--- config.mk ---
export PLATFORM = sky130hd
export DESIGN_NAME = sw_core_param
export DESIGN_NICKNAME = d
export VERILOG_FILES = /design/src/rtl/sw_core_param.sv
export SDC_FILE = /design/constraint.sdc
export NUM_CORES = 1
export LEC_CHECK = 0
export ABC_CLOCK_PERIOD_IN_PS = 4700
export CORE_MARGIN = 8
export CORE_UTILIZATION = 50
export DETAILED_ROUTE_END_ITERATION = 12
export PLACE_DENSITY = 0.71
export SYNTH_ARGS = -nofsm -noshare
export SYNTH_HDL_FRONTEND = slang
export SYNTH_SLANG_ARGS = --single-unit
--- constraint.sdc ---
create_clock -name clk -period 4.7 [get_ports clk]
set_clock_uncertainty 0.1 [all_clocks]
set_input_delay 0.94 -clock clk [delete_from_list [all_inputs] [get_ports clk]]
set_output_delay 0.94 -clock clk [all_outputs]
set_load 0.02 [all_outputs]
--- src/rtl/sw_core_param.sv ---
// rtl/sw_core_param.sv - parametrised stopwatch/timer core with lap FIFO
//
// Purpose: one-second tick divider, IDLE/RUN/PAUSE/DONE control FSM,
// up/down H:M:S counter with configurable hour wrap and a first-word-
// fall-through lap-capture FIFO.
//
// Ports:
//   clk, clr_n            clock, synchronous active-low clear
//   start, pause          one-cycle control pulses (pause wins when both)
//   mode                  0=up, 1=down; latched on start from IDLE
//   load, pre_*           preset load (IDLE/DONE only), clamped to range
//   lap, lap_rd           capture current time / pop FIFO head
//   sec, min, hr          current time
//   run, done, wrap       RUN state, countdown-done pulse, up-wrap pulse
//   lap_q, lap_valid,
//   lap_full, lap_ovf     FIFO head {hr,min,sec} and status flags
module sw_core_param #(
  parameter int TICK_DIV  = 50000000,
  parameter int HR_W      = 5,
  parameter int HR_MAX    = 23,
  parameter int LAP_DEPTH = 4
) (
  input  logic             clk,
  input  logic             clr_n,
  input  logic             start,
  input  logic             pause,
  input  logic             mode,
  input  logic             load,
  input  logic [5:0]       pre_sec,
  input  logic [5:0]       pre_min,
  input  logic [HR_W-1:0]  pre_hr,
  input  logic             lap,
  input  logic             lap_rd,
  output logic [5:0]       sec,
  output logic [5:0]       min,
  output logic [HR_W-1:0]  hr,
  output logic             run,
  output logic             done,
  output logic             wrap,
  output logic [11+HR_W:0] lap_q,
  output logic             lap_valid,
  output logic             lap_full,
  output logic             lap_ovf
);

  localparam int DIV_W = (TICK_DIV > 1) ? $clog2(TICK_DIV) : 1;
  localparam int AW    = $clog2(LAP_DEPTH);
  localparam int LW    = 12 + HR_W;
  localparam logic [DIV_W-1:0] DIV_LAST = DIV_W'(TICK_DIV - 1);
  localparam logic [HR_W-1:0]  HR_TOP   = HR_W'(HR_MAX);
  localparam logic [AW:0]      CNT_FULL = (AW+1)'(LAP_DEPTH);

  typedef enum logic [1:0] {S_IDLE, S_RUN, S_PAUSE, S_DONE} state_t;

  state_t            state_q;
  logic              mode_q;
  logic [DIV_W-1:0]  div_q;
  logic [5:0]        sec_q, min_q;
  logic [HR_W-1:0]   hr_q;
  logic              done_q, wrap_q;

  logic              tick, time_zero, start_only;
  logic [5:0]        ld_sec, ld_min, up_sec, up_min, dn_sec, dn_min;
  logic [HR_W-1:0]   ld_hr, up_hr, dn_hr;
  logic              up_wrap, dn_zero;

  assign tick       = (state_q == S_RUN) && (div_q == DIV_LAST);
  assign time_zero  = (sec_q == 6'd0) && (min_q == 6'd0) && (hr_q == '0);
  assign start_only = start && !pause;

  always_comb begin
    ld_sec = (pre_sec > 6'd59) ? 6'd59 : pre_sec;
    ld_min = (pre_min > 6'd59) ? 6'd59 : pre_min;
    ld_hr  = (pre_hr > HR_TOP) ? HR_TOP : pre_hr;

    up_sec  = sec_q + 6'd1;
    up_min  = min_q;
    up_hr   = hr_q;
    up_wrap = 1'b0;
    if (sec_q >= 6'd59) begin
      up_sec = 6'd0;
      up_min = min_q + 6'd1;
      if (min_q >= 6'd59) begin
        up_min = 6'd0;
        if (hr_q >= HR_TOP) begin
          up_hr   = '0;
          up_wrap = 1'b1;
        end else begin
          up_hr = hr_q + HR_W'(1);
        end
      end
    end

    dn_sec = sec_q - 6'd1;
    dn_min = min_q;
    dn_hr  = hr_q;
    if (sec_q == 6'd0) begin
      dn_sec = 6'd59;
      if (min_q == 6'd0) begin
        dn_min = 6'd59;
        dn_hr  = hr_q - HR_W'(1);
      end else begin
        dn_min = min_q - 6'd1;
      end
    end
    // The decrement lands on 00:00:00 exactly when starting from 00:00:01.
    dn_zero = (hr_q == '0) && (min_q == 6'd0) && (sec_q == 6'd1);
  end

  always_ff @(posedge clk) begin
    if (!clr_n) begin
      state_q <= S_IDLE;
      mode_q  <= 1'b0;
      div_q   <= '0;
      sec_q   <= 6'd0;
      min_q   <= 6'd0;
      hr_q    <= '0;
      done_q  <= 1'b0;
      wrap_q  <= 1'b0;
    end else begin
      done_q <= 1'b0;
      wrap_q <= 1'b0;
      case (state_q)
        S_IDLE: begin
          if (start_only) begin
            state_q <= S_RUN;
            mode_q  <= mode;
          end
          if (load) begin
            sec_q <= ld_sec;
            min_q <= ld_min;
            hr_q  <= ld_hr;
            div_q <= '0;
          end
        end
        S_RUN: begin
          div_q <= tick ? '0 : div_q + DIV_W'(1);
          if (pause) state_q <= S_PAUSE;
          if (tick) begin
            if (!mode_q) begin
              sec_q  <= up_sec;
              min_q  <= up_min;
              hr_q   <= up_hr;
              wrap_q <= up_wrap;
            end else if (time_zero) begin
              // Countdown started from zero: finish without decrementing.
              state_q <= S_DONE;
              done_q  <= 1'b1;
            end else begin
              sec_q <= dn_sec;
              min_q <= dn_min;
              hr_q  <= dn_hr;
              if (dn_zero) begin
                state_q <= S_DONE;
                done_q  <= 1'b1;
              end
            end
          end
        end
        S_PAUSE: begin
          if (start_only) state_q <= S_RUN;
        end
        S_DONE: begin
          if (load) begin
            state_q <= S_IDLE;
            sec_q   <= ld_sec;
            min_q   <= ld_min;
            hr_q    <= ld_hr;
            div_q   <= '0;
          end
        end
        default: state_q <= S_IDLE;
      endcase
    end
  end

  assign sec  = sec_q;
  assign min  = min_q;
  assign hr   = hr_q;
  assign run  = (state_q == S_RUN);
  assign done = done_q;
  assign wrap = wrap_q;

  // Lap FIFO: captures the registered time before any same-edge tick update.
  logic [LW-1:0] mem_q [LAP_DEPTH];
  logic [AW-1:0] wr_ptr_q, rd_ptr_q;
  logic [AW:0]   cnt_q, cnt_d;
  logic          valid_q, full_q, ovf_q;
  logic          push_req, push, pop, full_c;

  assign full_c   = (cnt_q == CNT_FULL);
  assign push_req = lap && ((state_q == S_RUN) || (state_q == S_PAUSE));
  assign pop      = lap_rd && (cnt_q != '0);
  assign push     = push_req && (!full_c || pop);

  always_comb begin
    cnt_d = cnt_q;
    if (push && !pop)      cnt_d = cnt_q + (AW+1)'(1);
    else if (pop && !push) cnt_d = cnt_q - (AW+1)'(1);
  end

  always_ff @(posedge clk) begin
    if (!clr_n) begin
      wr_ptr_q <= '0;
      rd_ptr_q <= '0;
      cnt_q    <= '0;
      valid_q  <= 1'b0;
      full_q   <= 1'b0;
      ovf_q    <= 1'b0;
    end else begin
      if (push) begin
        mem_q[wr_ptr_q] <= {hr_q, min_q, sec_q};
        wr_ptr_q        <= wr_ptr_q + AW'(1);
      end
      if (pop) rd_ptr_q <= rd_ptr_q + AW'(1);
      if (push_req && full_c && !pop) ovf_q <= 1'b1;
      cnt_q   <= cnt_d;
      valid_q <= (cnt_d != '0);
      full_q  <= (cnt_d == CNT_FULL);
    end
  end

  assign lap_q     = mem_q[rd_ptr_q];
  assign lap_valid = valid_q;
  assign lap_full  = full_q;
  assign lap_ovf   = ovf_q;

endmodule

==> summary.md, run 1 <==
| Metric | Value |
|---|---|
| Outcome | `complete, no violations` |
| CP endpoint | `lap_q[2]` |
| Remaining DRCs | `0` |
| Fin Setup TNS | `0 ns` |
| Synth top area share | `30.5%` |
| Distinct cell type count after synthesis | `75` |
| Core Region | `13100 µm²` |
| #FFs+latches synth | `128` |
| WL/cell | `18.0 µm` |
| Total CTS buffers | `17` |
| DRT Pass-1 Iters | `5` |
| Yosys top cell by area | `edfxtp_1` |
| Detailed Route WL | `15400 µm` |
| Max_cap viols | `0` |
| Pre-CTS setup slack | `1.48 ns` |
| ANT cells | `0` |
| Std-Cell Rows | `42` |
| Sequential fraction of the synthesis area | `48.5%` |
| Critical Path RT | `3.66 ns` |
| Footprint of the multi-input gates | `3170 µm²` |
| Via/cell ratio | `5.95` |
| Reg2reg start | `state_q[0]$_SDFFE_PN0P_` |
| Top-count cell post-synth | `edfxtp_1` |
| CTS tree | `done` |
| Synth Flop Type | `edfxtp_1` |
| Crit path kind | `flip-flop to output pin` |
| Area contributors post-synth | `edfxtp_1 (31%), dfxtp_1 (18%), mux4_2 (5.7%)` |
| Type of origin of the critical path | `flip-flop` |
| Gpl congestion | `0.862` |
| Num ports | `65` |
| CTS resizes | `0` |
| H-Tree Depth | `4` |
| Die W | `132 µm` |
| Kind of end point of the critical path | `output pin` |
| Final setup viols | `0` |
| Reg area | `3240 µm²` |
| Arr. time, crit path | `2.29 ns` |
| Leak | `0.00281 µW` |
| Layout area overhead | `19.9%` |
| RSZ-0062 raised after global routing | `no` |
| Die area | `17300 µm²` |
| Total clock sinks | `128` |
| Synthesized Nets | `662` |
| Max-slew violations | `0` |
| Clk pin slew, worst setup/hold paths | `0.05 ns` |
| Longest Clk Path Bufs | `2` |
| Post-synthesis async set-or-reset flop share | `0%` |
| Endpoints failing hold | `0` |
| Chip height | `132 µm` |
| Final critical-path share of the clock period | `70.8%` |
| Pwr dens | `594 nW/µm²` |
| Worst R2R End | `div_q[18]$_SDFFE_PN0P_` |
| Post-synthesis cell count | `616` |
| Hold crit path type | `flip-flop to flip-flop` |
| CTS Hold Bufs | `0` |
| First-pass GRT wire length | `25300 µm` |
| Vias post-DR | `5062` |
| Max_slew headroom | `30.8%` |
| DP Wirelength | `10500 µm` |
| Max Fclk | `301 MHz` |
| Antenna-violating nets left | `0` |
| Starting Density | `50.9%` |
| Measured slew at the worst slew-check pin | `1.04 ns` |
| Number of DRC markers in iteration 0 | `425` |
| Final min period | `3.33 ns` |
| Crit Path Max Fanout | `17` |
| Worst R2R Setup Slack | `1.56 ns` |
| Antenna violations before repair | `0` |
| Post-synth top cells | `edfxtp_1 (68), dfxtp_1 (60), nand2_1 (49), nor2_1 (39), a21oi_1 (31)` |
| Clock Latency Late Sink | `0.42 ns` |
| Nets | `708` |
| Vias in the first global route | `4977` |
| Worst reg2reg path depth | `7` |
| Total congestion overflow | `0` |
| Post-synth EDFFs | `68` |
| Root Buffer | `clkbuf_16` |
| Share of layout cells above drive strength 1 | `10.7%` |
| Worst Slack Setup Final | `1.37 ns` |
| Syn_area_per_cell | `10.9 µm²` |
| Largest net degree at the start of global routing | `31` |
| Filler instances | `1082` |
| Max VDD drop | `0.389 mV` |
| Mapped Area | `6690 µm²` |
| Post-route cell area | `8020 µm²` |
| # port buffers | `64` |
| Dpl cell area | `7400 µm²` |
| Synth warn | `0` |
| Total Routing Usage GR | `18.0%` |
| Setup Fix Bufs, Post-CTS | `0` |
cell type report:
| type | instances | area share [%] |
|---|---|---|
| flip-flops and latches | 128 | 40.4 |
| inverters | 23 | 1.08 |
| well taps | 176 | 2.75 |
| repair buffers | 69 | 8.46 |
| clock buffers | 18 | 5.35 |
| multi-input cells | 423 | 39.6 |
| clock inverters | 14 | 2.37 |
how the worst min path moves through the flow:
stage | slack [ns] | endpoint | startpoint | depth (start not counted)
after floorplan | 0.36 | div_q[25]$_SDFFE_PN0P_ | div_q[25]$_SDFFE_PN0P_ | 1
after global placement | 0.36 | lap_ovf$_SDFFE_PN0P_ | lap_ovf$_SDFFE_PN0P_ | 2
after detailed placement | 0.37 | lap_ovf$_SDFFE_PN0P_ | lap_ovf$_SDFFE_PN0P_ | 2
after CTS | 0.38 | lap_ovf$_SDFFE_PN0P_ | lap_ovf$_SDFFE_PN0P_ | 2
after global routing | 0.43 | lap_ovf$_SDFFE_PN0P_ | lap_ovf$_SDFFE_PN0P_ | 2
final | 0.38 | lap_ovf$_SDFFE_PN0P_ | lap_ovf$_SDFFE_PN0P_ | 2
state kept, by name (all words and copies together), names as in the netlist, 2 cells and up, named ones only:
name / cells
min: 6
sec: 6
div_q: 26
cnt_q: 3
rd_ptr_q: 2
wr_ptr_q: 2
mem_q: 68
hr: 5
state_q: 2
cells in the final DEF, fill, tap and decap left out, types with 19 or more instances in the layout:
| master | n |
|---|---|
| edfxtp_1 | 68 |
| nor3_1 | 19 |
| clkdlybuf4s50_1 | 64 |
| ha_1 | 21 |
| dfxtp_1 | 60 |
| o21ai_0 | 19 |
| nand3_1 | 25 |
| inv_1 | 22 |
| a21oi_1 | 31 |
| nand2_1 | 49 |
| nor2_1 | 39 |
metal layers:
| layer | vias up | GRT usage, % | share of wire [%] |
|---|---|---|---|
| li1 | 2455 | - | - |
| met1 | 2460 | 22.0 | 44 |
| met2 | 127 | 29.8 | 50 |
| met3 | 20 | 4.88 | 4.9 |
| met4 | 0 | 7.02 | 1.2 |
| met5 | - | 0 | 0 |
worst max-delay path, cell delays in order (launching register included):
cell and delay [ns]:
dfxtp_1 0.87, mux4_2 0.43, clkdlybuf4s50_1 0.56
power breakdown:
| group | internal (µW) | switching, µW |
|---|---|---|
| combinational | 790 | 946 |
| sequential | 1370 | 292 |
| clock | 884 | 479 |
| total | 3050 | 1720 |
metrics by stage:
step / hold slack [ns] / total power (µW) / instances / util, %
finish: 0.385 / 4760 / 851 / 61.0
global route: 0.434 / 5030 / 851 / 61.0
floorplan: 0.357 / 2850 / 616 / -
CTS: 0.382 / 4790 / 851 / 61.0
global placement: 0.359 / 3370 / 819 / 56.3
detailed placement: 0.368 / 3420 / 819 / 56.3
cell families after synthesis:
| family | share of synthesized area [%] |
|---|---|
| compound gates | 16.0 |
| xor+xnor | 2.49 |
| fa+ha+maj | 3.93 |
| buf+inv | 4.08 |
| flops | 48.5 |
| mux | 8.31 |
| simple gates | 16.7 |
(Power assumes the default switching activity.)
==> inputs of run 2 (changes only) <==
Settings changed: ABC_CLOCK_PERIOD_IN_PS 4700 to 3300.
Clock period 4.7 ns to 3.3 ns, I/O delays scaled along.
==> run 2 against run 1 <==
Effect of this change: global-route usage grew 0.48 points; hold slack got worse by 0.0070 ns; critical path type unchanged; largest power group unchanged; sequential cell count is the same.
==> summary.md, run 2 (synthesis gave the netlist of run 1 again) <==
| Metric | Value |
|---|---|
| Outcome | `complete, no violations (unchanged)` |
| Measured slew at the worst slew-check pin | `0.661 ns (was 1.04 ns)` |
| Final critical-path share of the clock period | `88.8%` |
| Cells along the critical path | `buf_4 -> mux4_2 -> clkdlybuf4s50_1 (was mux4_2 -> clkdlybuf4s50_1)` |
| First-pass GRT wire length | `26200 µm (was 25300 µm)` |
| Critical Path RT | `2.54 ns (was 3.66 ns)` |
| Final min period | `2.93 ns` |
| Die W | `132 µm (unchanged)` |
| Final setup viols | `0 (unchanged)` |
| Total CTS buffers | `17 (unchanged)` |
| CP top delay family | `buffers and inverters (was flip-flops)` |
| Crit path kind | `flip-flop to output pin (unchanged)` |
| DP Wirelength | `10900 µm (was 10500 µm)` |
| Clock Latency Late Sink | `0.41 ns (was 0.42 ns)` |
| Total Routing Usage GR | `18.5% (was 18.0%)` |
| Layout Utilization | `61.3% (was 61.0%)` |
| Bufs and invs on worst path | `2 (was 1)` |
| Critical Path Max Stage Delay | `0.56 ns (was 0.87 ns)` |
| Total clock sinks | `128 (unchanged)` |
| Core Region | `13100 µm² (unchanged)` |
| Worst Slack Setup Final | `0.369 ns (was 1.37 ns)` |
| Max_cap viols | `0 (unchanged)` |
| Hold crit path type | `flip-flop to flip-flop (unchanged)` |
| Antenna violations before repair | `0 (unchanged)` |
| Share of layout cells above drive strength 1 | `11.8% (was 10.7%)` |
| Pre-CTS setup slack | `0.732 ns (was 1.48 ns)` |
| Arr. time, crit path | `2.17 ns (was 2.29 ns)` |
| Vias in the first global route | `5123 (was 4977)` |
| Largest net degree at the start of global routing | `38 (was 31)` |
| Biggest register | `mem_q (unchanged)` |
| Vias post-DR | `5238 (was 5062)` |
| Endpoints failing hold | `0 (unchanged)` |
| Type of origin of the critical path | `flip-flop (unchanged)` |
| ANT cells | `0 (unchanged)` |
| Gpl congestion | `0.919 (was 0.862)` |
| H-Tree Depth | `4 (unchanged)` |
| Root Buffer | `clkbuf_16 (unchanged)` |
| Max FFs per register | `68 (unchanged)` |
| Starting Density | `50.9% (unchanged)` |
| RSZ-0062 raised after global routing | `no (unchanged)` |
| Nets | `719 (was 708)` |
| Commonest non-fill, non-tap cell in the layout | `edfxtp_1 (unchanged)` |
| Chip height | `132 µm (unchanged)` |
| Crit Path Max Fanout | `17 (unchanged)` |
| Commonest cells after routing, fill and taps aside | `edfxtp_1 (68), clkdlybuf4s50_1 (64), dfxtp_1 (60) (unchanged)` |
| Slowest CP cell | `mux4_2 (was dfxtp_1)` |
| Clk pin slew, worst setup/hold paths | `0.06 ns (was 0.05 ns)` |
| Total congestion overflow | `0 (unchanged)` |
| Detailed Route WL | `15800 µm (was 15400 µm)` |
| Fin Setup TNS | `0 ns (unchanged)` |
| Longest Clk Path Bufs | `2 (unchanged)` |
| Kind of end point of the critical path | `output pin (unchanged)` |
| Max VDD drop | `0.304 mV (was 0.389 mV)` |
| Largest regs | `mem_q x68, div_q x26 (unchanged)` |
| CTS resizes | `0 (unchanged)` |
| # port buffers | `64 (unchanged)` |
| Via/cell ratio | `6.08 (was 5.95)` |
| Pwr dens | `831 nW/µm² (was 594 nW/µm²)` |
| Num ports | `65 (unchanged)` |
| DRT Pass-1 Iters | `5 (unchanged)` |
| Setup Fix Bufs, Post-CTS | `0 (unchanged)` |
| CTS tree | `done (unchanged)` |
| Die area | `17300 µm² (unchanged)` |
| Max_slew headroom | `55.9% (was 30.8%)` |
| Antenna-violating nets left | `0 (unchanged)` |
| Max-slew violations | `0 (unchanged)` |
| WL/cell | `18.4 µm (was 18.0 µm)` |
| Remaining DRCs | `0 (unchanged)` |
| Number of DRC markers in iteration 0 | `402 (was 425)` |
| Filler instances | `1073 (was 1082)` |
| Layout area overhead | `20.4% (was 19.9%)` |
| Std-Cell Rows | `42 (unchanged)` |
| CTS Hold Bufs | `0 (unchanged)` |
| Leak | `0.00285 µW (was 0.00281 µW)` |
| Max Fclk | `341 MHz` |
## run 2: cell count changes in the layout (fill, tap and decap cells not counted), sizes merged
cell	before	now
clkbuf	18	17
buf	5	16
clkinvlp	3	2
clkinv	7	9
bufinv	4	2
inv	23	25
## run 2: worst paths after layout
check / start / endpoint / slack (ns) / depth (start not counted)
min reg2reg: lap_ovf$_SDFFE_PN0P_ / lap_ovf$_SDFFE_PN0P_ / 0.38 / 2
max: flip-flop / lap_q[0] / 0.37 / 3
max reg2reg: state_q[0]$_SDFFE_PN0P_ / div_q[20]$_SDFFE_PN0P_ / 0.71 / 7
min: lap_ovf$_SDFFE_PN0P_ / lap_ovf$_SDFFE_PN0P_ / 0.38 / 2
## run 2: cell type report
cell class / count / area, µm² / share of cell area (%)
Inverter: 23 / 86.3 / 1.07
Clock inverter: 15 / 143 / 1.77
Clock buffer: 17 / 425 / 5.28
Multi-Input combinational cell: 423 / 3170 / 39.4
Tap cell: 176 / 220 / 2.74
Timing Repair Buffer: 80 / 761 / 9.45
Sequential cell: 128 / 3240 / 40.3
## run 2: worst min-delay path, delay by kind of cell (launching register included)
family	cells	cell delay, ns
flops	1	0.33
simple gates	1	0.07
compound gates	1	0.04
## run 2: power breakdown
| group | internal [µW] | total [µW] | switching (µW) |
|---|---|---|---|
| registers | 1950 | 2310 | 353 |
| clock network | 1100 | 1790 | 684 |
| logic | 1160 | 2590 | 1430 |
| total | 4220 | 6690 | 2470 |
## run 2: layer usage
layer | part of all wire [%] | wire length (µm) | up-vias | global-route usage, %
met5 | 0 | 0 | - | 0
met1 | 42 | 6730 | 2535 | 22.3
met2 | 50 | 7880 | 204 | 31.4
met4 | 1.6 | 246 | 0 | 6.76
met3 | 6.1 | 972 | 22 | 4.57
li1 | - | - | 2477 | -
## run 2: through the flow
stage                     cell area (µm²)  cells  total power (µW)  hold slack, ns
after floorplan                      6690    616              4060           0.357
after global placement               7480    830              4860           0.357
after detailed placement             7480    830              4930           0.374
after CTS                            8050    862              6730           0.387
after global routing                 8050    862              7070           0.422
final                                8050    862              6690           0.378
==> inputs of run 3 (changes only) <==
Settings changed: MAX_ROUTING_LAYER set to met4.
==> run 3 against run 2 <==
Effect of this change: hold slack got worse by 0.0097 ns; die area did not move; first-iteration DRC count is 10% lower; combinational power up 2%; global-route usage increased by 0.19 points; register-to-register slack is essentially flat; routed wire length is 2.0% lower; clock-buffer cell count increased by 2; power is 2.9% higher; critical path type unchanged; highest routed layer unchanged.
==> summary.md, run 3 (synthesis gave the netlist of run 1 again) <==
| Metric | Value |
|---|---|
| Chip height | `132 µm (unchanged)` |
| Antenna violations before repair | `0 (unchanged)` |
| Vias post-DR | `5127 (was 5238)` |
| DP Wirelength | `10700 µm (was 10900 µm)` |
| Max Fclk | `342 MHz (was 341 MHz)` |
| Worst R2R Setup Slack | `0.71 ns (about the same)` |
| Critical Path RT | `2.54 ns (about the same)` |
| Critical Path Max Stage Delay | `0.56 ns (about the same)` |
| Reg2reg start | `state_q[1]$_SDFFE_PN0P_ (was state_q[0]$_SDFFE_PN0P_)` |
| CP top delay family | `buffers and inverters (unchanged)` |
| Nets | `721 (was 719)` |
| DRT Pass-1 Iters | `5 (unchanged)` |
| RSZ-0062 raised after global routing | `no (unchanged)` |
| Measured slew at the worst slew-check pin | `0.672 ns (was 0.661 ns)` |
| Root Buffer | `clkbuf_16 (unchanged)` |
| Clk pin slew, worst setup/hold paths | `0.06 ns (about the same)` |
| Worst reg2reg path depth | `7 (unchanged)` |
| Gpl congestion | `0.888 (was 0.919)` |
| Std-Cell Rows | `42 (unchanged)` |
| Bufs and invs on worst path | `2 (unchanged)` |
| Outcome | `complete, no violations (unchanged)` |
| Kind of end point of the critical path | `output pin (unchanged)` |
| Max VDD drop | `0.396 mV (was 0.304 mV)` |
| Layout area overhead | `21.5% (was 20.4%)` |
| CTS tree | `done (unchanged)` |
| Largest net degree at the start of global routing | `38 (unchanged)` |
| Pwr dens | `847 nW/µm² (was 831 nW/µm²)` |
| Total power | `6880 µW (was 6690 µW)` |
| First-pass GRT wire length | `25700 µm (was 26200 µm)` |
| Die W | `132 µm (unchanged)` |
| Crit path kind | `flip-flop to output pin (unchanged)` |
| Via/cell ratio | `5.93 (was 6.08)` |
| Critical path depth in cells | `3 (unchanged)` |
| Number of DRC markers in iteration 0 | `362 (was 402)` |
| Clock Latency Late Sink | `0.43 ns (was 0.41 ns)` |
| Share of layout cells above drive strength 1 | `12.6% (was 11.8%)` |
| Slowest CP cell | `mux4_2 (unchanged)` |
| Max-slew violations | `0 (unchanged)` |
| H-Tree Depth | `4 (unchanged)` |
| Max_cap viols | `0 (unchanged)` |
| Detailed Route WL | `15500 µm (was 15800 µm)` |
| Endpoints failing hold | `0 (unchanged)` |
| Cells along the critical path | `buf_4 -> mux4_2 -> clkdlybuf4s50_1 (unchanged)` |
| Final setup viols | `0 (unchanged)` |
| # port buffers | `64 (unchanged)` |
| Remaining DRCs | `0 (unchanged)` |
| Commonest cells after routing, fill and taps aside | `edfxtp_1 (68), clkdlybuf4s50_1 (64), dfxtp_1 (60) (unchanged)` |
| CTS resizes | `0 (unchanged)` |
| Antenna-violating nets left | `0 (unchanged)` |
| Max FFs per register | `68 (unchanged)` |
| Setup Fix Bufs, Post-CTS | `0 (unchanged)` |
| Num ports | `65 (unchanged)` |
| Biggest register | `mem_q (unchanged)` |
| Fin Setup TNS | `0 ns (unchanged)` |
| Die area | `17300 µm² (unchanged)` |
| Hold crit path type | `flip-flop to flip-flop (unchanged)` |
| Starting Density | `50.9% (unchanged)` |
| Total CTS buffers | `17 (unchanged)` |
| Core Region | `13100 µm² (unchanged)` |
| Longest Clk Path Bufs | `2 (unchanged)` |
| Vias in the first global route | `5070 (was 5123)` |
| Total congestion overflow | `0 (unchanged)` |
| Commonest non-fill, non-tap cell in the layout | `edfxtp_1 (unchanged)` |
| Crit Path Max Fanout | `17 (unchanged)` |
| Arr. time, crit path | `2.16 ns (was 2.17 ns)` |
| Final critical-path share of the clock period | `88.6% (was 88.8%)` |
| Final min period | `2.92 ns (was 2.93 ns)` |
| Total clock sinks | `128 (unchanged)` |
| Total Routing Usage GR | `18.7% (was 18.5%)` |
| CP endpoint | `lap_q[0] (unchanged)` |
| Type of origin of the critical path | `flip-flop (unchanged)` |
| Leak | `0.00289 µW (was 0.00285 µW)` |
| ANT cells | `0 (unchanged)` |
| Filler instances | `1038 (was 1073)` |
| Max_slew headroom | `55.1% (was 55.9%)` |
| Worst R2R End | `div_q[24]$_SDFFE_PN0P_ (was div_q[20]$_SDFFE_PN0P_)` |
| WL/cell | `18.0 µm (was 18.4 µm)` |
| CTS Hold Bufs | `0 (unchanged)` |
| Largest regs | `mem_q x68, div_q x26 (unchanged)` |
-- run 3: changes by cell type in the layout (fill, tap and decap cells not counted), sizes merged --
cell / previous run / this run
clkinv: 9 / 6
clkbuf: 17 / 19
bufinv: 2 / 4
inv: 25 / 23
clkinvlp: 2 / 3
buf: 16 / 18
-- run 3: power breakdown --
group          internal (µW)  total [µW]  switching, µW
Combinational           1180        2640           1470
Clock                   1280        1980            692
Sequential              1950        2270            313
-- run 3: layout make-up --
cell class	instances	area [µm²]	share of cell area, %
Timing Repair Buffer	82	776	9.54
Inverter	23	86.3	1.06
Multi-Input combinational cell	423	3170	39.0
Sequential cell	128	3240	39.9
Clock inverter	13	188	2.31
Clock buffer	19	443	5.45
Tap cell	176	220	2.71
-- run 3: how the worst min path moves through the flow --
| stage | start | end | slack [ns] | depth (start not counted) |
|---|---|---|---|---|
| 2_1_floorplan | div_q[25]$_SDFFE_PN0P_ | div_q[25]$_SDFFE_PN0P_ | 0.36 | 1 |
| 3_3_place_gp | lap_ovf$_SDFFE_PN0P_ | lap_ovf$_SDFFE_PN0P_ | 0.37 | 2 |
| 3_5_place_dp | lap_ovf$_SDFFE_PN0P_ | lap_ovf$_SDFFE_PN0P_ | 0.36 | 2 |
| 4_1_cts | lap_ovf$_SDFFE_PN0P_ | lap_ovf$_SDFFE_PN0P_ | 0.37 | 2 |
| 5_1_grt | lap_ovf$_SDFFE_PN0P_ | lap_ovf$_SDFFE_PN0P_ | 0.42 | 2 |
| 6_report | lap_ovf$_SDFFE_PN0P_ | lap_ovf$_SDFFE_PN0P_ | 0.37 | 2 |
-- run 3: per-layer routing --
layer	GRT usage (%)	wire length, µm	vias to the layer above
met3	4.42	801	33
met4	8.93	393	0
met5	-	0	-
met2	29.6	7450	151
met1	22.1	6870	2471
li1	-	-	2472
-- run 3: through the flow --
step | cell area (µm²) | std cells | util, % | hold WS [ns] | setup WS (ns)
2_1_floorplan | 6690 | 616 | - | 0.357 | 0.871
3_3_place_gp | 7500 | 832 | 57.1 | 0.368 | 0.752
3_5_place_dp | 7500 | 832 | 57.1 | 0.359 | 0.695
4_1_cts | 8130 | 864 | 61.9 | 0.367 | 0.328
5_1_grt | 8130 | 864 | 61.9 | 0.422 | 0.271
6_report | 8130 | 864 | 61.9 | 0.368 | 0.375
-- run 3: worst reg2reg max path: cells and delay by family, from the launching register on --
kind / cells / cell delay, ns
AND/OR/NAND/NOR: 1 / 0.25
flip-flops: 1 / 0.39
adder cells (fa/ha/maj): 1 / 0.54
buffers and inverters: 2 / 0.40
AO/OA/AOI/OAI: 3 / 0.79
==> RTL change 1 (settings of run 3) <==
Compare `div_q` against `DIV_LAST` with >= in place of ==.
--- a/src/rtl/sw_core_param.sv
+++ b/src/rtl/sw_core_param.sv
@@ -64,7 +64,7 @@
   logic [HR_W-1:0]   ld_hr, up_hr, dn_hr;
   logic              up_wrap, dn_zero;
 
-  assign tick       = (state_q == S_RUN) && (div_q == DIV_LAST);
+  assign tick       = (state_q == S_RUN) && (div_q >= DIV_LAST);
   assign time_zero  = (sec_q == 6'd0) && (min_q == 6'd0) && (hr_q == '0);
   assign start_only = start && !pause;
 
Behaviour: no difference found for any inputs over 4 cycles, from zero or initial values; that may be too few to reach the edited logic, so the function may still have changed.
==> RTL change 1 against run 3 <==
- setup slack gained 0.0060 ns
- global-route usage is 1.3 points higher
- combinational power is 8.7% higher
- routed wire length is 2.2% higher
- cell area down 1.4%
- area after synthesis is 1.3% lower
- highest routed layer unchanged
- via count increased by 4.0%
- largest power group unchanged
- sequential cell count unchanged
- critical path depth unchanged
- clock power is 12% lower
- register-to-register slack worse by 0.20 ns
- power rose by 0.75%
- count of clock-buffer cells in the layout is the same
==> RTL change 1: results (changes against run 3) <==
Outcome:
- The run finished with clean final reports.

Min path:
- The number of instances on the worst hold path is 1 (-1).

Power and ir drop:
- The leakage component of the power was 2.83 nW (-2.2%).
- The worst IR drop on VDD was 0.000364 V (-8.1%).

Logic synthesis:
- The count of unique library cells instantiated by Yosys is 62 (-17%).
- After synthesis, the most frequently instantiated cells are edfxtp_1, dfxtp_1, nand2_1.
- The instance count of the mapped netlist is 626 (+1.6%).
- The share of synthesized area occupied by flip-flops and latches is 49.1% (+0.62 points).
- After synthesis, the cell types taking the most area are edfxtp_1, dfxtp_1, mux4_2.
- The net count of the mapped netlist was 674 (+1.8%).
- The synthesis-stage register bit count is 128 (unchanged).

Route:
- The number of violations reported at the end of detailed-routing iteration 0 is 387 (+6.9%).
- The total detailed-routing wirelength was 15900 um (+2.2%).
- The detailed route wirelength on metal2 was 7910 um (+6.2%).
- The vias after detailed routing came to 5332 (+4.0%).
- The detailed route wirelength on metal3 was 997 um (+24%).
- The detailed-route wire length on metal 1 came to 6630 um (-3.4%).

Global routing:
- The pin count of the biggest net entering global routing is 30 (-21%).
- The via count of the first global-routing pass was 5052 (-0.36%).
- The total global-route track usage is 20.0% (+1.3 points).
- The global-route wire length before repair is 25600 um (-0.32%).
- The global-route track usage on met2 is 33.2% (+3.6 points).
- The met1 routing resource usage after global routing is 23.3% (+1.2 points).

Placement:
- The cell area reported after detailed placement was 7470 um^2 (-0.43%).
- The HPWL after detailed placement is 11000 um (+2.6%).
- The number of placed cells counting well taps is 850 (+2.2%).
- The global placer's final weighted congestion is 0.925 (+4.2%).
- The setup slack at placement was 0.567 ns (-0.128 ns).

Timing:
- The worst-margin pin slew was 0.585 ns (-0.0871 ns).
- The worst hold slack after final layout came to 0.376 ns (+0.00810 ns).
- The post-layout minimum cycle time was 2.92 ns (-0.00595 ns).

Final layout:
- The post-layout utilization of the core is 61.3% (-0.59 points).
- The layout buffer count excluding clock buffers came to 85 (+3.7%).
- The fraction of final layout cells sized beyond drive strength 1 came to 10.8% (-1.9 points).
- The post-layout instance area was 8020 um^2 (-1.4%).
- The layout filler cell count came to 1039 (+0.096%).
- The fraction of area in multi-input gates was 38.9% (-0.18 points).
- The final-layout non-clock buffer area share is 9.89% (+0.35 points).
- The largest registers in the layout are mem_q (68), div_q (26).
- The number of logic inverters in the finished layout came to 25 (+8.7%).
- The sequential cell count of the final layout came to 128 (unchanged).
- The multi-input combinational cell count is 436 (+3.1%).
- The clock-cell share of area came to 6.90% (-0.86 points).

Clock tree:
- The clock latency on the worst-skew pair is 0.41 ns (-0.02 ns).
- In this run the clock root is driven by a clkbuf_16.

Worst setup path:
- The register-to-register setup slack came to 0.51 ns (-0.20 ns).
- The number of cells traversed by the worst register-to-register path was 6 (-1).
[RTL change 1: cell count changes after synthesis, moves of 5 or more]
cell and delta:
a31oi_1 +15, and2_1 +9, buf_2 -7, o21ai_0 +7
or3_1 +7, a311oi_1 -5, nor2b_1 -5, o22ai_1 +5
[RTL change 1: power by group]
group | internal [mW] | switching, mW | leakage [nW]
Combinational | 1.27 | 1.60 | 1.44
Sequential | 1.98 | 0.326 | 1.11
Clock | 1.10 | 0.657 | 0.267
[RTL change 1: final timing paths]
kind,from,endpoint
min,div_q[5],div_q[5]
max,register,lap_q[13]
max reg2reg,state_q[1],state_q[0]
min reg2reg,div_q[5],div_q[5]
[RTL change 1: kinds of logic after synthesis]
group | Yosys count | synth area share, %
and+or+nand+nor | 214 | 17.0
AOI/OAI and AO/OA | 151 | 15.6
DFF | 128 | 49.1
buffers and inverters | 62 | 3.81
muxes | 32 | 8.07
adders and majority gates | 23 | 4.36
xor gates and xnor gates | 16 | 2.12
==> RTL change 2 (config.mk and constraints of run 3) <==
Without the edit above. Set the parameter `LAP_DEPTH` to 2 (it was 4).
--- a/src/rtl/sw_core_param.sv
+++ b/src/rtl/sw_core_param.sv
@@ -18,7 +18,7 @@
   parameter int TICK_DIV  = 50000000,
   parameter int HR_W      = 5,
   parameter int HR_MAX    = 23,
-  parameter int LAP_DEPTH = 4
+  parameter int LAP_DEPTH = 2
 ) (
   input  logic             clk,
   input  logic             clr_n,
Behaviour: not the same (Yosys sat finds a counterexample within 4 cycles, from zero or initial values).
==> RTL change 2 against run 3 <==
- setup slack improved by 0.22 ns
- area after synthesis decreased by 24%
- final cell count decreased by 14%
- power decreased by 31%
- critical path depth unchanged
- via count decreased by 13%
- non-clock buffer count decreased by 3
- sequential power decreased by 26%
- sequential cell count decreased by 38
- cell area decreased by 25%
- routed wire length decreased by 17%
- global-route usage increased by 1.0 points
- critical path type unchanged
==> RTL change 2: results (changes against run 3) <==
Power and ir drop:
- The power drawn by the sequential cells is 1.67 mW (-26%).
- The net switching power is 2.03 mW (-18%).
- The relative contribution of the clock network to total power was 16.1% (-13 points).

Route:
- The detailed route wirelength on metal2 was 6330 um (-15%).
- The total detailed-routing wirelength is 12800 um (-17%).
- The number of violations reported at the end of detailed-routing iteration 0 is 275 (-24%).
- The vias after detailed routing is 4470 (-13%).

Logic synthesis:
- The share of async-settable or async-resettable flops after synthesis is 0% (unchanged).
- The number of flops mapped to enable cells by yosys was 34 (-50%).
- The net count of the mapped netlist was 592 (-11%).
- Ranked by total cell area, the synthesized netlist is headed by dfxtp_1, edfxtp_1, a21oi_1.
- The share of synthesized area occupied by flip-flops and latches is 42.0% (-6.4 points).
- After synthesis, the most frequently instantiated cells are dfxtp_1, nand2_1, a21oi_1.
- The instance count of the mapped netlist is 551 (-11%).

Min path:
- The min-delay analysis places its worst path in the category reg2reg.

Timing:
- The worst-margin pin slew was 0.733 ns (+0.0610 ns).
- The worst hold slack after final layout is 0.402 ns (+0.0344 ns).

Final layout:
- The layout filler cell count is 909 (-12%).
- The final-layout non-clock buffer area share is 12.4% (+2.9 points).
- The final net count was 643 (-11%).
- The layout buffer count excluding clock buffers is 79 (-3.7%).
- The fraction of final layout cells sized beyond drive strength 1 is 10.4% (-2.3 points).
- The largest registers in the layout are mem_q (34), div_q (26).
- The count of clock-net buffers in the final layout is 9 (-10).
- The area used by multi-input combinational logic came to 2700 um^2 (-15%).
- The multi-input combinational cell count is 398 (-5.9%).
- The sequential share of cell area is 35.3% (-4.6 points).
- The number of logic inverters in the finished layout came to 24 (+4.3%).
- The clock-cell share of area is 3.32% (-4.4 points).

Clock tree:
- The clock latency on the worst-skew pair is 0.36 ns (-0.07 ns).
- The root buffer cell is clkbuf_8.
- The clock transition time at the flip-flop clock pins of the worst setup and hold paths is 0.09 ns (+0.03 ns).
- The number of sinks driven by the clock tree is 90 (-30%).
- The depth of the CTS H-tree is 3 (-1).

Worst setup path:
- The register-to-register setup slack is 0.83 ns (+0.12 ns).
- The biggest fanout along the worst timing path is 11 (-6).

Placement:
- The HPWL after detailed placement is 9060 um (-16%).
- The number of placed cells counting well taps is 727 (-13%).
- The global placer's final weighted congestion is 0.849 (-4.4%).
- The setup slack at placement was 0.530 ns (-0.165 ns).
- The cell area reported after detailed placement was 5860 um^2 (-22%).

Outcome:
- The run finished with clean final reports.

Floorplan:
- The inserted tap cell count is 136 (-23%).

Global routing:
- The met3 layer usage reported by global route was 4.00% (-0.42 points).
- The total global-route track usage was 19.7% (+1.0 points).
- The pin count of the biggest net entering global routing is 43 (+13%).
- The global-route wire length before repair was 20800 um (-19%).
- The met1 routing resource usage after global routing is 24.9% (+2.8 points).
- The global-route track usage on met2 is 31.4% (+1.7 points).
[RTL change 2: final timing paths]
| check | start | endpoint | cells past startpoint |
|---|---|---|---|
| max | state_q[1] | run | 3 |
| min | div_q[17] | div_q[17] | 2 |
| max reg2reg | sec[1] | min[4] | 6 |
| min reg2reg | div_q[17] | div_q[17] | 2 |
[RTL change 2: critical path: stages (launching register included)]
cell             delay, ns
dfxtp_1               0.34
inv_1                 0.10
ha_1                  0.45
clkdlybuf4s50_1       0.69
[RTL change 2: kinds of logic (layout without fill, tap and decap cells)]
kind of cell | Yosys count | in the layout | share of synthesized area, %
muxes | 30 | 30 | 6.58
and+or+nand+nor | 179 | 179 | 18.8
DFF | 90 | 90 | 42.0
buffers and inverters | 63 | 119 | 4.89
adders and majority gates | 16 | 16 | 3.93
xor gates and xnor gates | 10 | 10 | 1.72
AOI/OAI and AO/OA | 163 | 163 | 22.0
